File: src/rtl/hazard_pkg.sv
// Shared types for the hazard scoreboard unit: watchdog FSM states, the
// architectural zero register and the stall/flush priority cause.
package hazard_pkg;

    typedef enum logic [1:0] {
        RUN  = 2'd0,
        MISS = 2'd1,
        ERR  = 2'd2
    } wd_state_e;

    localparam int REG_ZERO = 0;

    typedef enum logic [1:0] {
        CAUSE_NONE  = 2'd0,
        CAUSE_FLUSH = 2'd1,
        CAUSE_DATA  = 2'd2,
        CAUSE_MISS  = 2'd3
    } cause_e;

endpackage

File: src/rtl/reg_scoreboard.sv
// Busy bit per architectural register for long-latency results still in flight.
// Two source read ports plus one destination (WAW) read port; a set beats a clear.
module reg_scoreboard #(
    parameter int REG_AW = 5
) (
    input  logic              i_clk,
    input  logic              i_rst_n,
    input  logic              i_set_en,
    input  logic [REG_AW-1:0] i_set_rd,
    input  logic              i_clr_en,
    input  logic [REG_AW-1:0] i_clr_rd,
    input  logic [REG_AW-1:0] i_rd_a_addr,
    input  logic [REG_AW-1:0] i_rd_b_addr,
    input  logic [REG_AW-1:0] i_waw_addr,
    output logic              o_rd_a_busy,
    output logic              o_rd_b_busy,
    output logic              o_waw_busy
);

    localparam int NREG = 1 << REG_AW;
    localparam logic [NREG-1:0] ONE_HOT0 = NREG'(1);

    logic [NREG-1:0] r_busy;
    logic [NREG-1:0] w_set_mask;
    logic [NREG-1:0] w_clr_mask;

    // Register 0 can never become busy, so readers need no zero check.
    assign w_set_mask = i_set_en ? ((ONE_HOT0 << i_set_rd) & ~ONE_HOT0) : '0;
    assign w_clr_mask = i_clr_en ? (ONE_HOT0 << i_clr_rd) : '0;

    always_ff @(posedge i_clk or negedge i_rst_n) begin
        if (!i_rst_n) begin
            r_busy <= '0;
        end else begin
            r_busy <= (r_busy & ~w_clr_mask) | w_set_mask;
        end
    end

    assign o_rd_a_busy = r_busy[i_rd_a_addr];
    assign o_rd_b_busy = r_busy[i_rd_b_addr];
    assign o_waw_busy  = r_busy[i_waw_addr];

endmodule

File: src/rtl/hazard_scoreboard_unit.sv
// Pipeline stall/bubble control with long-latency scoreboard and miss watchdog.
// Define HAZARD_PERF_CNT_EN to build the saturating stall/flush perf counters.
module hazard_scoreboard_unit
    import hazard_pkg::*;
#(
    parameter int REG_AW       = 5,
    parameter int MISS_TIMEOUT = 255,
    parameter int PERF_W       = 32
) (
    input  logic              clk,
    input  logic              rst,
    input  logic              branch_id,
    input  logic              jal_id,
    input  logic              jalr_id,
    input  logic              pc_src_id,
    input  logic [REG_AW-1:0] rs1_id,
    input  logic [REG_AW-1:0] rs2_id,
    input  logic [REG_AW-1:0] rd_id,
    input  logic              rs1_used_id,
    input  logic              rs2_used_id,
    input  logic              reg_write_id,
    input  logic [REG_AW-1:0] rd_ex,
    input  logic [REG_AW-1:0] rd_mem,
    input  logic              reg_write_ex,
    input  logic              mem_read_ex,
    input  logic              mem_read_mem,
    input  logic              md_issue_ex,
    input  logic              md_done,
    input  logic [REG_AW-1:0] md_done_rd,
    input  logic              miss,
    output logic              stall_if,
    output logic              stall_id,
    output logic              stall_ex,
    output logic              stall_mem,
    output logic              stall_wb,
    output logic              bubble_if,
    output logic              bubble_id,
    output logic              bubble_ex,
    output logic              bubble_mem,
    output logic              bubble_wb,
    output logic              miss_timeout,
    output logic [PERF_W-1:0] perf_stall_cnt,
    output logic [PERF_W-1:0] perf_flush_cnt
);

    localparam int CNT_W = (MISS_TIMEOUT < 1) ? 1 : $clog2(MISS_TIMEOUT + 1);

    function automatic logic f_match(input logic [REG_AW-1:0] a, input logic [REG_AW-1:0] b);
        return (a == b) && (a != REG_AW'(REG_ZERO));
    endfunction

    logic w_s1_ex, w_s2_ex, w_s1_mem, w_s2_mem;
    logic w_load_use, w_ctrl_haz, w_sb_haz, w_data_stall, w_flush;
    logic w_busy_a, w_busy_b, w_busy_waw;

    wd_state_e        r_state, w_state_nxt;
    logic [CNT_W-1:0] r_cnt, w_cnt_nxt, w_cnt_inc;

    assign w_s1_ex  = rs1_used_id && f_match(rs1_id, rd_ex);
    assign w_s2_ex  = rs2_used_id && f_match(rs2_id, rd_ex);
    assign w_s1_mem = rs1_used_id && f_match(rs1_id, rd_mem);
    assign w_s2_mem = rs2_used_id && f_match(rs2_id, rd_mem);

    assign w_load_use = mem_read_ex && (w_s1_ex || w_s2_ex);

    // Branches compare in ID so need both sources resolved; jalr only reads rs1.
    assign w_ctrl_haz =
        (branch_id && ((reg_write_ex && (w_s1_ex || w_s2_ex)) ||
                       (mem_read_mem && (w_s1_mem || w_s2_mem)))) ||
        (jalr_id && ((reg_write_ex && w_s1_ex) || (mem_read_mem && w_s1_mem)));

    assign w_sb_haz = (rs1_used_id && w_busy_a) || (rs2_used_id && w_busy_b) ||
                      (reg_write_id && w_busy_waw);

    assign w_data_stall = w_load_use || w_ctrl_haz || w_sb_haz;
    assign w_flush      = pc_src_id || jal_id || jalr_id;

    // A data stall only holds IF/ID; the long-latency op in EX still issues.
    reg_scoreboard #(.REG_AW(REG_AW)) u_sb (
        .i_clk       (clk),
        .i_rst_n     (rst),
        .i_set_en    (md_issue_ex && !miss),
        .i_set_rd    (rd_ex),
        .i_clr_en    (md_done),
        .i_clr_rd    (md_done_rd),
        .i_rd_a_addr (rs1_id),
        .i_rd_b_addr (rs2_id),
        .i_waw_addr  (rd_id),
        .o_rd_a_busy (w_busy_a),
        .o_rd_b_busy (w_busy_b),
        .o_waw_busy  (w_busy_waw)
    );

    always_comb begin
        stall_if   = 1'b0;
        stall_id   = 1'b0;
        stall_ex   = 1'b0;
        stall_mem  = 1'b0;
        stall_wb   = 1'b0;
        bubble_if  = 1'b0;
        bubble_id  = 1'b0;
        bubble_ex  = 1'b0;
        bubble_mem = 1'b0;
        bubble_wb  = 1'b0;
        if (!rst) begin
            stall_if = 1'b0;
        end else if (miss) begin
            stall_if  = 1'b1;
            stall_id  = 1'b1;
            stall_ex  = 1'b1;
            stall_mem = 1'b1;
            stall_wb  = 1'b1;
        end else if (w_data_stall) begin
            stall_if  = 1'b1;
            stall_id  = 1'b1;
            bubble_ex = 1'b1;
        end else if (w_flush) begin
            bubble_id = 1'b1;
        end
    end

    always_ff @(posedge clk or negedge rst) begin
        if (!rst) begin
            r_state <= RUN;
            r_cnt   <= '0;
        end else begin
            r_state <= w_state_nxt;
            r_cnt   <= w_cnt_nxt;
        end
    end

    // w_cnt_inc is the length of the miss run including the current cycle.
    always_comb begin
        w_state_nxt = r_state;
        w_cnt_nxt   = r_cnt;
        w_cnt_inc   = (r_state == RUN) ? CNT_W'(1) : r_cnt + CNT_W'(1);
        case (r_state)
            RUN, MISS: begin
                if (miss) begin
                    w_cnt_nxt   = w_cnt_inc;
                    w_state_nxt = (w_cnt_inc == CNT_W'(MISS_TIMEOUT)) ? ERR : MISS;
                end else begin
                    w_cnt_nxt   = '0;
                    w_state_nxt = RUN;
                end
            end
            ERR:     w_state_nxt = ERR;
            default: w_state_nxt = RUN;
        endcase
    end

    always_comb begin
        miss_timeout = (r_state == ERR);
    end

`ifdef HAZARD_PERF_CNT_EN
    logic [PERF_W-1:0] r_perf_stall;
    logic [PERF_W-1:0] r_perf_flush;

    always_ff @(posedge clk or negedge rst) begin
        if (!rst) begin
            r_perf_stall <= '0;
            r_perf_flush <= '0;
        end else begin
            if (stall_id && !(&r_perf_stall)) begin
                r_perf_stall <= r_perf_stall + PERF_W'(1);
            end
            if (bubble_id && !(&r_perf_flush)) begin
                r_perf_flush <= r_perf_flush + PERF_W'(1);
            end
        end
    end

    assign perf_stall_cnt = r_perf_stall;
    assign perf_flush_cnt = r_perf_flush;
`else
    assign perf_stall_cnt = '0;
    assign perf_flush_cnt = '0;
`endif

endmodule

File: config.mk
export PLATFORM = sky130hd
export DESIGN_NAME = hazard_scoreboard_unit
export DESIGN_NICKNAME = d
export VERILOG_FILES = /design/src/rtl/hazard_pkg.sv /design/src/rtl/reg_scoreboard.sv /design/src/rtl/hazard_scoreboard_unit.sv
export SDC_FILE = /design/constraint.sdc
export NUM_CORES = 1
export LEC_CHECK = 0
export BUFFER_PORTS_ARGS = -buffer_cell sky130_fd_sc_hd__buf_2
export CAP_MARGIN = 5
export CORE_ASPECT_RATIO = 2
export CORE_MARGIN = 2
export CORE_UTILIZATION = 40
export DETAILED_ROUTE_END_ITERATION = 8
export GPL_ROUTABILITY_DRIVEN = 0
export PLACE_DENSITY = 0.7
export REMOVE_ABC_BUFFERS = 1
export SKIP_LAST_GASP = 1
export SLEW_MARGIN = 25
export SYNTH_ARGS = -nofsm -noshare
export SYNTH_HDL_FRONTEND = slang
export SYNTH_HIERARCHICAL = 1
export SYNTH_SLANG_ARGS = --single-unit
File: constraint.sdc
create_clock -name clk -period 2.49 [get_ports clk]
set_input_delay 0.249 -clock clk [delete_from_list [all_inputs] [get_ports clk]]
set_output_delay 0.249 -clock clk [all_outputs]
set_load 0.005 [all_outputs]
# After elaboration in Yosys (flattened, before gate mapping)
# Cells that the tools add are included.
dict set report totals {
  regBits 42
  n_memories 0
  input_bits 45
  wordCells 78
  mem_bits_rw 0
  mem_bits_ro 0
  latchBits 0
  output_inout_bits 75
}
dict set report classes {
  bitwise_logic 3
  mul 0
  reduce_logical 35
  magnitude_cmp 3
  add_sub_neg 1
  n_mux 24
  n_div 0
  shift 2
  eq_ne 7
}
# op n
set ops {}
lappend ops {{two-way mux 32 bit} 2}
lappend ops {{<< shifter 1 x 5 -> 32 bit, first input constant} 2}
lappend ops {{bitwise AND 32 bit} 1}
lappend ops {{NOT 32 bit} 1}
lappend ops {{bitwise OR 32 bit} 1}
lappend ops {{equality test 5 bit} 4}
lappend ops {{logical AND 1 bit} 19}
lappend ops {{less-than comparator 5 x 6 -> 1 bit, second input constant} 3}
lappend ops {{two-way mux 8 bit} 2}
lappend ops {{binary-select mux 1 bit (select 5 bit)} 3}
lappend ops {{two-way mux 1 bit} 14}
lappend ops {{logical OR 1 bit} 11}
lappend ops {{nonzero test 5 bit} 2}
lappend ops {{adder 8 x 1 -> 8 bit, second input constant} 1}
lappend ops {{equality test 8 bit, second input constant} 1}
lappend ops {{two-way mux 2 bit} 2}
lappend ops {{case mux 2 bit (2 select lines)} 1}
lappend ops {{equality test 2 x 1 -> 1 bit, second input constant} 1}
lappend ops {{equality test 2 bit, second input constant} 1}
lappend ops {{logical NOT 2 bit} 1}
lappend ops {{OR reduction 2 bit} 1}
lappend ops {{logical NOT 1 bit} 1}

# Longest topological paths before layout
# Gate-level depths: netlist of run 1.
dict set report logic_depth {
  word_depth 13
  depth_mapped 11
  depth_no_buf 8
}

# Hierarchy
# The synthesis of run 1 kept the hierarchy.
# mod cells_per_inst instances seq_area_each_um2 area_each_um2
set by_module_without_submodules {}
lappend by_module_without_submodules {reg_scoreboard 260 1 800.8 2328.5}
lappend by_module_without_submodules {hazard_scoreboard_unit 196 1 250.2 1511.4}

# Worst setup path before layout of run 1
# Ideal clock, no wire load.
dict set report synth_timing {
  path_type {in2out}
  startpoint {input rs1_id[1]}
  endpoint {output stall_if}
  arrival_ns 1.994
  stages 11
  slack_ns 0.247
  n_path_buf 3
  required_ns 2.241
  path_cell_list {buf_6 buf_12 mux2i_1 a22oi_1 nand3_1 nand2_1 a311o_1 a222oi_1 o31a_1 a41oi_1 buf_4}
}
dict set report synth_via {
  word_cells_on_any_way 29
  classes_between {eq/ne (2); mux (5); reduce/logical (22)}
}
# element line_no
set synth_lines {}
lappend synth_lines {{from (decl)} hazard_scoreboard_unit.sv:16} ;# input logic [REG_AW-1:0] rs1_id,
lappend synth_lines {{binary-select mux 1 bit (select 5 bit)} reg_scoreboard.sv:39} ;# assign o_rd_a_busy = r_busy[i_rd_a_addr];
lappend synth_lines {{two-way mux 1 bit (not written as such)} reg_scoreboard.sv:39}
lappend synth_lines {{via w_busy_a} hazard_scoreboard_unit.sv:54} ;# logic w_busy_a, w_busy_b, w_busy_waw;
lappend synth_lines {{logical AND 1 bit} hazard_scoreboard_unit.sv:72} ;# assign w_sb_haz = (rs1_used_id && w_busy_a) || (rs2_used_id && w_busy_b) ||
lappend synth_lines {{logical OR 1 bit (2 in a row)} hazard_scoreboard_unit.sv:72}
lappend synth_lines {{logical OR 1 bit} hazard_scoreboard_unit.sv:75} ;# assign w_data_stall = w_load_use || w_ctrl_haz || w_sb_haz;
lappend synth_lines {{two-way mux 1 bit (3 in a row)} n/a}
lappend synth_lines {{to (decl)} hazard_scoreboard_unit.sv:31} ;# output logic stall_if,
# The timed path passes the listed nets, and every way through them passes these cells. The select of a mux whose other input is x is not followed.

# Worst setup path after layout of run 1
dict set report layout_timing {
  startpoint {register u_sb.r_busy[23]}
  endpoint {output stall_if}
}
dict set report layout_via {
  elab_chain_len 9
  word_cells_on_any_way 15
  classes_between {mux (9); reduce/logical (6)}
}
# element line_no
set layout_lines {}
lappend layout_lines {{from (decl)} reg_scoreboard.sv:23} ;# logic [NREG-1:0] r_busy;
lappend layout_lines {{from (signal assigned)} reg_scoreboard.sv:35} ;# r_busy <= (r_busy & ~w_clr_mask) | w_set_mask;
lappend layout_lines {{binary-select mux 1 bit (select 5 bit)} reg_scoreboard.sv:39}
lappend layout_lines {{two-way mux 1 bit (not written as such)} reg_scoreboard.sv:39}
lappend layout_lines {{via w_busy_a} hazard_scoreboard_unit.sv:54}
lappend layout_lines {{logical AND 1 bit} hazard_scoreboard_unit.sv:72}
lappend layout_lines {{logical OR 1 bit (2 in a row)} hazard_scoreboard_unit.sv:72}
lappend layout_lines {{logical OR 1 bit} hazard_scoreboard_unit.sv:75}
lappend layout_lines {{two-way mux 1 bit} hazard_scoreboard_unit.sv:113} ;# end else if (w_data_stall) begin
lappend layout_lines {{two-way mux 1 bit} hazard_scoreboard_unit.sv:107} ;# end else if (miss) begin
lappend layout_lines {{two-way mux 1 bit} hazard_scoreboard_unit.sv:105} ;# if (!rst) begin
# The timed path passes the listed nets, and every way through them passes these cells. The select of a mux whose other input is x is not followed.

==> results of run 1 <==
[what timing repair did]
action / in CTS / in global routing
endpoints found under the setup margin: 4 / 4
pin swaps: 3 / 3
resized for setup: 4 / 2
gates cloned: 0 / 0
setup buffers: 1 / 0
[worst min-delay path by stage]
stage            endpoint  cells past startpoint  slack (ns)
6_report         r_cnt[0]                      2        0.07
5_1_grt        r_state[1]                      2        0.13
4_1_cts          r_cnt[0]                      2        0.09
3_5_place_dp     r_cnt[1]                      2        0.40
3_3_place_gp     r_cnt[1]                      2        0.40
2_1_floorplan    r_cnt[0]                      0       -0.05
[where the power goes]
part	total [mW]	internal [mW]	leakage (nW)	switching [mW]
clock	0.749	0.495	0.0829	0.254
sequential	0.931	0.781	0.546	0.150
combinational	0.573	0.244	1.23	0.329
[cell families after synthesis]
group                      after synthesis  synth area share [%]
muxes                                   48                  12.5
adders and majority gates                1                 0.326
xor gates and xnor gates                22                  5.02
DFF                                     42                  27.4
buffers and inverters                   90                  17.7
and+or+nand+nor                        127                  17.2
other                                    1                0.0977
AOI/OAI and AO/OA                      125                  19.7
[metal layers]
metal  track usage (%)  routed length, um  vias to the layer above
met4              18.2                928                        0
li1                  -                  -                     1615
met5                 0                  0                        -
met3              3.12                672                       68
met1              19.4               3630                     1682
met2              41.2               6430                      236
[placed cells by master, fill, tap and decap left out, drive strengths merged, types with 3 or more instances in the layout]
cell / netlist / layout
nand2b: 16 / 16
buf: 79 / 64
conb: 1 / 67
mux2i: 48 / 48
clkbuf: 5 / 7
nand4: 6 / 6
a211oi: 3 / 3
nand4b: 5 / 5
o21ai: 72 / 72
nor2b: 9 / 9
a21oi: 11 / 11
xnor2: 18 / 18
and2b: 3 / 3
a22oi: 12 / 12
nor2: 12 / 12
xor2: 4 / 4
nand2: 37 / 37
nor3: 5 / 5
o31ai: 5 / 5
dfrtp: 42 / 42
or2: 3 / 3
a311o: 3 / 3
nand3: 23 / 23
and2: 4 / 4
inv: 6 / 6
[worst reg2reg max path, cell delays in order, from the launching register on]
cell	delay (ns)
dfrtp_1	0.51
and4_1	0.37
nand3_1	0.12
a211o_1	0.28
a2111oi_2	0.49
a31o_1	0.20
[final cells by class]
class	instances	area [um2]	area share, %
clock buffers	6	139	3.38
clock inverters	1	30.0	0.731
inverters	6	22.5	0.548
multi-input cells	390	2360	57.4
flip-flops and latches	42	1060	25.7
well taps	104	130	3.17
repair buffers	65	373	9.07
[flip-flops by register name, indices dropped and copies added (netlist names)]
signal / cells
u_sb/r_busy: 32
r_state: 2
r_cnt: 8
[metrics by stage]
step	worst slack, ns	power (mW)	util [%]
after floorplan	0.472	1.19	-
after global placement	-0.204	1.46	42.1
after detailed placement	-0.198	1.48	42.1
after CTS	-0.235	2.24	44.0
after global routing	-0.376	2.35	44.1
final	-0.319	2.25	44.1
==> results.txt, run 1 <==
Outcome = finished with violations
Failing checks = design-rule violations, negative setup slack
Cell Pwr Density = 548 nW/um2
DRT Pass-1 Iters = 9
Crit path kind = reg2out
Final worst-path cycle share = 113%
Total grt overflow = 0
Synth Instances = 456
Die W = 73.3 um
Largest net degree at the start of global routing = 43
Setup TNS = -1.20 ns
TritonCTS clock tree = done
H-tree Lvls = 2
Critical path required time = 2.24 ns
Post-route design area = 4110 um2
Global-route usage over all layers = 22.0%
Top delay family on crit path = compound AO/OA/AOI/OAI gates
Fill cells = 901
DP Wirelength = 9360 um
CP Max Fanout = 3
Mean area per synthesized cell = 8.42 um2
Post-synth EDFFs = 0
Yosys cell types = 47
Dpl cells = 606
CP endpoint kind = output port
Worst reg2reg path endpoint = r_state[1]
Routed WL per cell = 19.0 um
Worst setup endpoint = stall_if
Synthesized area = 3840 um2
Largest area contributor in the synthesized netlist = dfrtp_1
Total Routed Length = 11700 um
Iteration-0 DRC Markers = 272
Clk root buf = clkbuf_16
Worst-case clock buffer depth = 2
Area Overhead vs Synth = 7.04%
PortBufs = 52
VDD IR-drop max = 402 uV
Worst setup SP type = flop
Min Clock Period, post-route = 2.81 ns
Top Ports = 120
Initial antenna violation count = 0
Placed inst area = 3920 um2
Worst Path Arrival = 2.56 ns
Final Max Slew Viols = 0
Vias in the first global route = 3463
Num CTS Buffers = 5
Share of layout cells above drive strength 1 = 15.9%
Drt drc = 1
Clock Sinks = 42
Number of setup violations in the final report = 4
First-pass GRT wire length = 17400 um
CP startpoint = u_sb/r_busy[23]
Worst hold path class = in2async
# rows = 50
Final nets = 556
CP Buf/Inv Count = 1
Max cap viols = 0
Synth warnings = 6
Clk_skew = 0.00339 ns
ANT nets after route = 0
Register bit count reported by yosys = 42
Antenna Cells = 0
Worst Reg2Reg Path Length in Cells = 5
Fin worst setup slack = -0.319 ns
Vias = 3601
Worst hold slack = 0.0740 ns
Slew HR = 64.8%
Core box area = 9320 um2
FF-to-FF setup slack = 0.47 ns
Fmax = 356 MHz
Worst r2r src = r_cnt[2]
Clk slew on worst S/H paths = 0.06 ns
Async SR Flop Fraction = 100%
Final Hold Fails = 0
Crit-path slowest cell = a222oi_1
Worst-Margin Slew = 0.528 ns
Lkg Pwr = 1.86 nW
Ys flop type = dfrtp_1
Worst-Skew Late Latency = 0.29 ns
Largest stage delay, worst path = 0.49 ns
# hold bufs at CTS = 0
Area share of the largest cell type after synthesis = 27.4%
RSZ-0062 raised after global routing = yes
Top cells by area, synth = dfrtp_1, buf_4, mux2i_1, o21ai_0, xnor2_1
Chip Height = 143 um
Die area = 10400 um2
Most frequent cells after synthesis = buf_4, o21ai_0, mux2i_1
Crit-path cells = mux2i_1 > a22oi_1 > nand4b_1 > a21oi_1 > a311o_1 > a222oi_1 > o31a_1 > a41oi_1 > buf_2
Finished Layout Cells = 614
Post-DR vias/cell = 5.86
Crit. path cell count = 9
Sequential share of the synthesized area = 27.4%
Starting density of the core = 41.2%
(Power assumes the default switching activity.)
==> inputs of run 2 (changes only) <==
Settings changed: ABC_AREA set to 1, CAP_MARGIN 5 to not set, PLACE_DENSITY 0.7 to 0.69.
==> results.txt, run 2 <==
Die W = 75.3 um
Cell Pwr Density = 520 nW/um2
Setup TNS = -0.127 ns
Clock network power share = 31.8%
Most frequent cells after synthesis = nand2_1, nand3_1, buf_4
Num CTS Buffers = 5
Lkg Pwr = 2.21 nW
First-pass GRT wire length = 19000 um
Crit-path slowest cell = dfrtp_1
Worst-Margin Slew = 0.631 ns
Leading cell types in the layout, fill and taps excluded = nand2_1, nand3_1, conb_1
Ys flop type = dfrtp_1
Crit-path cells = nand2_1 > nand3_1 > nand3_2 > nand2_1 > nand2_1 > nand2_1 > nand2_1 > nand2_1 > a22o_1 > or2_1 > a21oi_2 > nand2_1 > nand2_2 > nand3_2 > nand2_1 > inv_1 > buf_2
Dpl cells = 798
Reg with most FFs = u_sb/r_busy
Top Ports = 120
Total Routed Length = 12300 um
Failing checks = negative setup slack
Final nets = 726
Multi-input gate area = 2430 um2
Mean area per synthesized cell = 6.45 um2
Sequential share of the synthesized area = 25.8%
Number of setup violations in the final report = 3
Area share of the largest cell type after synthesis = 25.8%
CP Buf/Inv Count = 2
Logic gate share of total power = 28.9%
Post-DR vias/cell = 5.32
Total grt overflow = 0
Sw Ratio = 34.4%
Register bit count reported by yosys = 42
Slew HR = 57.8%
Initial antenna violation count = 0
Share of power burned in registers = 39.2%
Final worst-path cycle share = 102%
Share of layout cells above drive strength 1 = 18.1%
CP endpoint kind = output port
Commonest non-fill, non-tap cell in the layout = nand2_1
Async SR Flop Fraction = 100%
Worst-Skew Late Latency = 0.29 ns
Finished Layout Cells = 816
Antenna Cells = 0
Yosys cell types = 37
Fill cells = 1028
Worst Path Arrival = 2.29 ns
Min Clock Period, post-route = 2.54 ns
Largest area contributor in the synthesized netlist = dfrtp_1
Outcome = finished with violations
Critical path required time = 2.24 ns
Most frequent cell after synthesis = nand2_1
Final Max Slew Viols = 0
Clk slew on worst S/H paths = 0.06 ns
VDD IR-drop max = 276 uV
Iteration-0 DRC Markers = 331
# rows = 52
CP Max Fanout = 4
Worst hold path class = in2async
Largest net degree at the start of global routing = 43
Final Hold Fails = 0
Clk root buf = clkbuf_16
Area Overhead vs Synth = 8.85%
Fmax = 393 MHz
RSZ-0062 raised after global routing = yes
Internal power = 1.51 mW
Clk_skew = 0.00333 ns
TritonCTS clock tree = done
Worst r2r src = r_cnt[1]
Fin worst setup slack = -0.0526 ns
Drt drc = 0
H-tree Lvls = 2
Worst setup SP type = flop
Top delay family on crit path = simple AND/OR/NAND/NOR gates
Worst-case clock buffer depth = 2
Core box area = 10000 um2
FF-to-FF setup slack = 0.88 ns
ANT nets after route = 0
Vias in the first global route = 4027
Die area = 11000 um2
Max reg flops = 32
Largest stage delay, worst path = 0.41 ns
DP Wirelength = 9710 um
Sequential Area = 1050 um2
Worst reg2reg path endpoint = r_state[0]
Chip Height = 147 um
Biggest regs = u_sb/r_busy (32), r_cnt (8), r_state (2)
Worst hold slack = 0.109 ns
Global-route usage over all layers = 22.4%
Clock Sinks = 42
DRT Pass-1 Iters = 5
Worst Reg2Reg Path Length in Cells = 8
Routed WL per cell = 15.1 um
Synthesized area = 4070 um2
Synth Instances = 631
Max cap viols = 0
Synth warnings = 6
Vias = 4343
Starting density of the core = 40.6%
Most common cell on crit path = nand2_1
PortBufs = 52
Top cells by area, synth = dfrtp_1, nand2_1, buf_4, nand3_1, o21ai_1
P_sw = 0.793 mW
# hold bufs at CTS = 0
Crit path kind = reg2out
Post-synth EDFFs = 0
run 2: worst max-delay path by stage:
stage                     from  endpoint  slack, ns  depth (start not counted)
2_1_floorplan  u_sb/r_busy[21]  stall_id       0.62                         16
3_3_place_gp         rs1_id[0]  stall_id       0.12                         19
3_5_place_dp          rd_id[0]  stall_if       0.08                         19
4_1_cts        u_sb/r_busy[21]  stall_if      -0.03                         17
5_1_grt         u_sb/r_busy[9]  stall_id      -0.20                         17
6_report       u_sb/r_busy[21]  stall_if      -0.05                         17
run 2: area by class of cell:
| type | count | area share (%) |
|---|---|---|
| well taps | 135 | 3.81 |
| inverters | 56 | 5.08 |
| multi-input cells | 509 | 54.8 |
| clock buffers | 7 | 2.99 |
| clock inverters | 1 | 0.678 |
| repair buffers | 66 | 8.81 |
| flip-flops and latches | 42 | 23.8 |
run 2: routing by layer:
metal	GRT usage (%)	routed length, um
met5	0	0
met1	22.9	4050
met2	38.8	6380
met3	2.14	825
met4	17.9	1070
run 2: metrics by stage:
stage | instance area, um2 | setup slack (ns) | util [%] | total power, mW
6_report | 4430 | -0.0526 | 44.2 | 2.30
4_1_cts | 4360 | -0.0296 | 43.5 | 2.26
3_3_place_gp | 4120 | 0.121 | 41.2 | 1.48
2_1_floorplan | 3640 | 0.621 | - | 1.24
5_1_grt | 4430 | -0.203 | 44.2 | 2.43
3_5_place_dp | 4120 | 0.0762 | 41.2 | 1.50
run 2: kinds of logic after synthesis:
group / after synthesis / synth area share, %
flip-flops: 42 / 25.8
AO/OA/AOI/OAI: 87 / 11.5
adder cells (fa/ha/maj): 1 / 0.307
XOR/XNOR: 9 / 1.94
AND/OR/NAND/NOR: 345 / 38.1
other: 1 / 0.0921
buffers and inverters: 146 / 22.2
run 2: timing repair:
action,4_1_cts,5_1_grt
pin swaps,6,7
buffers inserted,5,5
setup endpoints to repair,3,4
resized for setup,7,10
run 2: worst register-to-register path, cell delays in order, from the launching register on:
cell and delay (ns):
dfrtp_1 0.39, ha_1 0.21, nand4_1 0.18, o21ai_0 0.21, nand3_1 0.18, nor2_2 0.16, nand3_2 0.08, nand2_1 0.06
inv_1 0.04
run 2: power groups by stage:
stage | registers [mW] | logic (mW) | clock network, mW
floorplan | 0.861 | 0.374 | 0
global placement | 0.907 | 0.571 | 0
detailed placement | 0.909 | 0.590 | 0
CTS | 0.893 | 0.624 | 0.741
global route | 0.911 | 0.753 | 0.770
finish | 0.903 | 0.666 | 0.733
==> inputs of run 3 (changes only) <==
==> constraint.sdc (replaced) <==
create_clock -name clk -period 2.49 [get_ports clk]
set_input_delay 0.498 -clock clk [delete_from_list [all_inputs] [get_ports clk]]
set_output_delay 0.498 -clock clk [all_outputs]
set_load 0.005 [all_outputs]
==> results.txt, run 3 (synthesized netlist as in run 2, its figures left out) <==
Outcome = finished with violations
Failing checks = negative setup slack
Clk root buf = clkbuf_16
Clock Sinks = 42
RSZ-0062 raised after global routing = yes
Dpl ws = -0.381 ns
Worst Reg2Reg Path Length in Cells = 8
Crit-path cells = nand2_1 > nand3_1 > nand3_1 > nand2_1 > nand2_1 > nand2_1 > nand2_1 > nand2_1 > a22o_1 > buf_4 > or2_2 > nand2_2 > nand3_2 > nand2_1 > inv_1 > buf_2
Total grt overflow = 0
Drt drc = 0
Worst-Margin Slew = 0.645 ns
Commonest non-fill, non-tap cell in the layout = nand2_1
Worst hold path class = in2async
Critical path required time = 1.99 ns
Cell Pwr Density = 493 nW/um2
Worst setup SP type = flop
Crit-path slowest cell = dfrtp_1
TritonCTS clock tree = done
Max reg flops = 32
VDD IR-drop max = 369 uV
Final worst-path cycle share = 113%
Reg with most FFs = u_sb/r_busy
Lkg Pwr = 2.32 nW
Die W = 75.3 um
Die area = 11000 um2
First-pass GRT wire length = 20400 um
Fmax = 354 MHz
Share of layout cells above drive strength 1 = 21.2%
H-tree Lvls = 2
Global-route usage over all layers = 24.2%
Initial antenna violation count = 0
Worst-case clock buffer depth = 2
PortBufs = 52
Antenna Cells = 0
Final Max Slew Viols = 0
Final nets = 742
Leading cell types in the layout, fill and taps excluded = nand2_1, nand3_1, conb_1
Clk_skew = 0.00318 ns
Top Ports = 120
Num CTS Buffers = 5
CP Max Fanout = 4
Largest net degree at the start of global routing = 43
Starting density of the core = 40.6%
Area Overhead vs Synth = 13.9%
Most common cell on crit path = nand2_1
Fin worst setup slack = -0.332 ns
Biggest regs = u_sb/r_busy (32), r_cnt (8), r_state (2)
Clk slew on worst S/H paths = 0.06 ns
# hold bufs at CTS = 0
Worst-Skew Late Latency = 0.29 ns
Vias = 4383
Core box area = 10000 um2
Slew HR = 56.9%
Max cap viols = 0
Chip Height = 147 um
Post-DR vias/cell = 5.27
Number of setup violations in the final report = 4
CP endpoint kind = output port
# rows = 52
Largest stage delay, worst path = 0.43 ns
Crit path kind = reg2out
Total Routed Length = 13000 um
Vias in the first global route = 4272
DP Wirelength = 10200 um
Util after Layout = 46.3%
Worst Path Arrival = 2.32 ns
DRT Pass-1 Iters = 5
Final Hold Fails = 0
Min Clock Period, post-route = 2.82 ns
Iteration-0 DRC Markers = 265
Routed WL per cell = 15.7 um
ANT nets after route = 0
-- run 3: repair_timing --
item,in CTS,in global routing
pin swaps,33,18
setup endpoints to repair,4,4
cloned,2,0
gates resized for setup,29,13
buffers inserted,4,4
-- run 3: path summary, 6_finish.rpt --
check	startpoint	end	slack, ns
setup / recovery	u_sb/r_busy[30]	stall_id	-0.33
min in group clk	r_cnt[1]	r_cnt[1]	0.55
setup reg to reg	r_cnt[0]	r_state[0]	0.96
hold reg to reg	r_cnt[1]	r_cnt[1]	0.55
max in group asynchronous	rst	u_sb/r_busy[19]	1.71
hold / removal	rst	r_state[1]	0.36
-- run 3: power by group --
part / switching (mW) / internal [mW] / leakage [nW] / total (mW)
Combinational: 0.429 / 0.295 / 1.70 / 0.725
Clock: 0.269 / 0.372 / 0.0708 / 0.641
Sequential: 0.136 / 0.781 / 0.547 / 0.918
Total: 0.835 / 1.45 / 2.32 / 2.28
-- run 3: per-layer routing --
metal | vias up | global-route usage [%] | wire length, um
li1 | 2050 | - | -
met5 | - | 0 | 0
met4 | 0 | 20.0 | 1240
met3 | 75 | 2.21 | 709
met1 | 2018 | 23.1 | 4230
met2 | 240 | 43.2 | 6850
-- run 3: worst max-delay path: cells and delay by family, from the launching register on --
family | cells | cell delay, ns
buf+inv | 3 | 0.29
simple gates | 12 | 1.06
flops | 1 | 0.43
compound gates | 1 | 0.24
-- run 3: cell type report --
class                           count  area, um2
Fill cell                        1021       5390
Multi-Input combinational cell    509       2450
Sequential cell                    42       1050
Timing Repair Buffer               82        586
Inverter                           56        233
Tap cell                          135        169
Clock buffer                        6        129
Clock inverter                      2       13.8
-- run 3: metrics by stage --
step                hold WS [ns]  area (um2)  total power, mW  setup TNS [ns]  std cells
global placement           0.532        4240             1.53           -1.25        814
global route               0.406        4630             2.41           -1.78        832
floorplan                  0.202        3640             1.24               0        607
CTS                        0.378        4570             2.24           -1.16        828
detailed placement         0.543        4240             1.55           -1.35        814
finish                     0.357        4630             2.28           -1.22        832
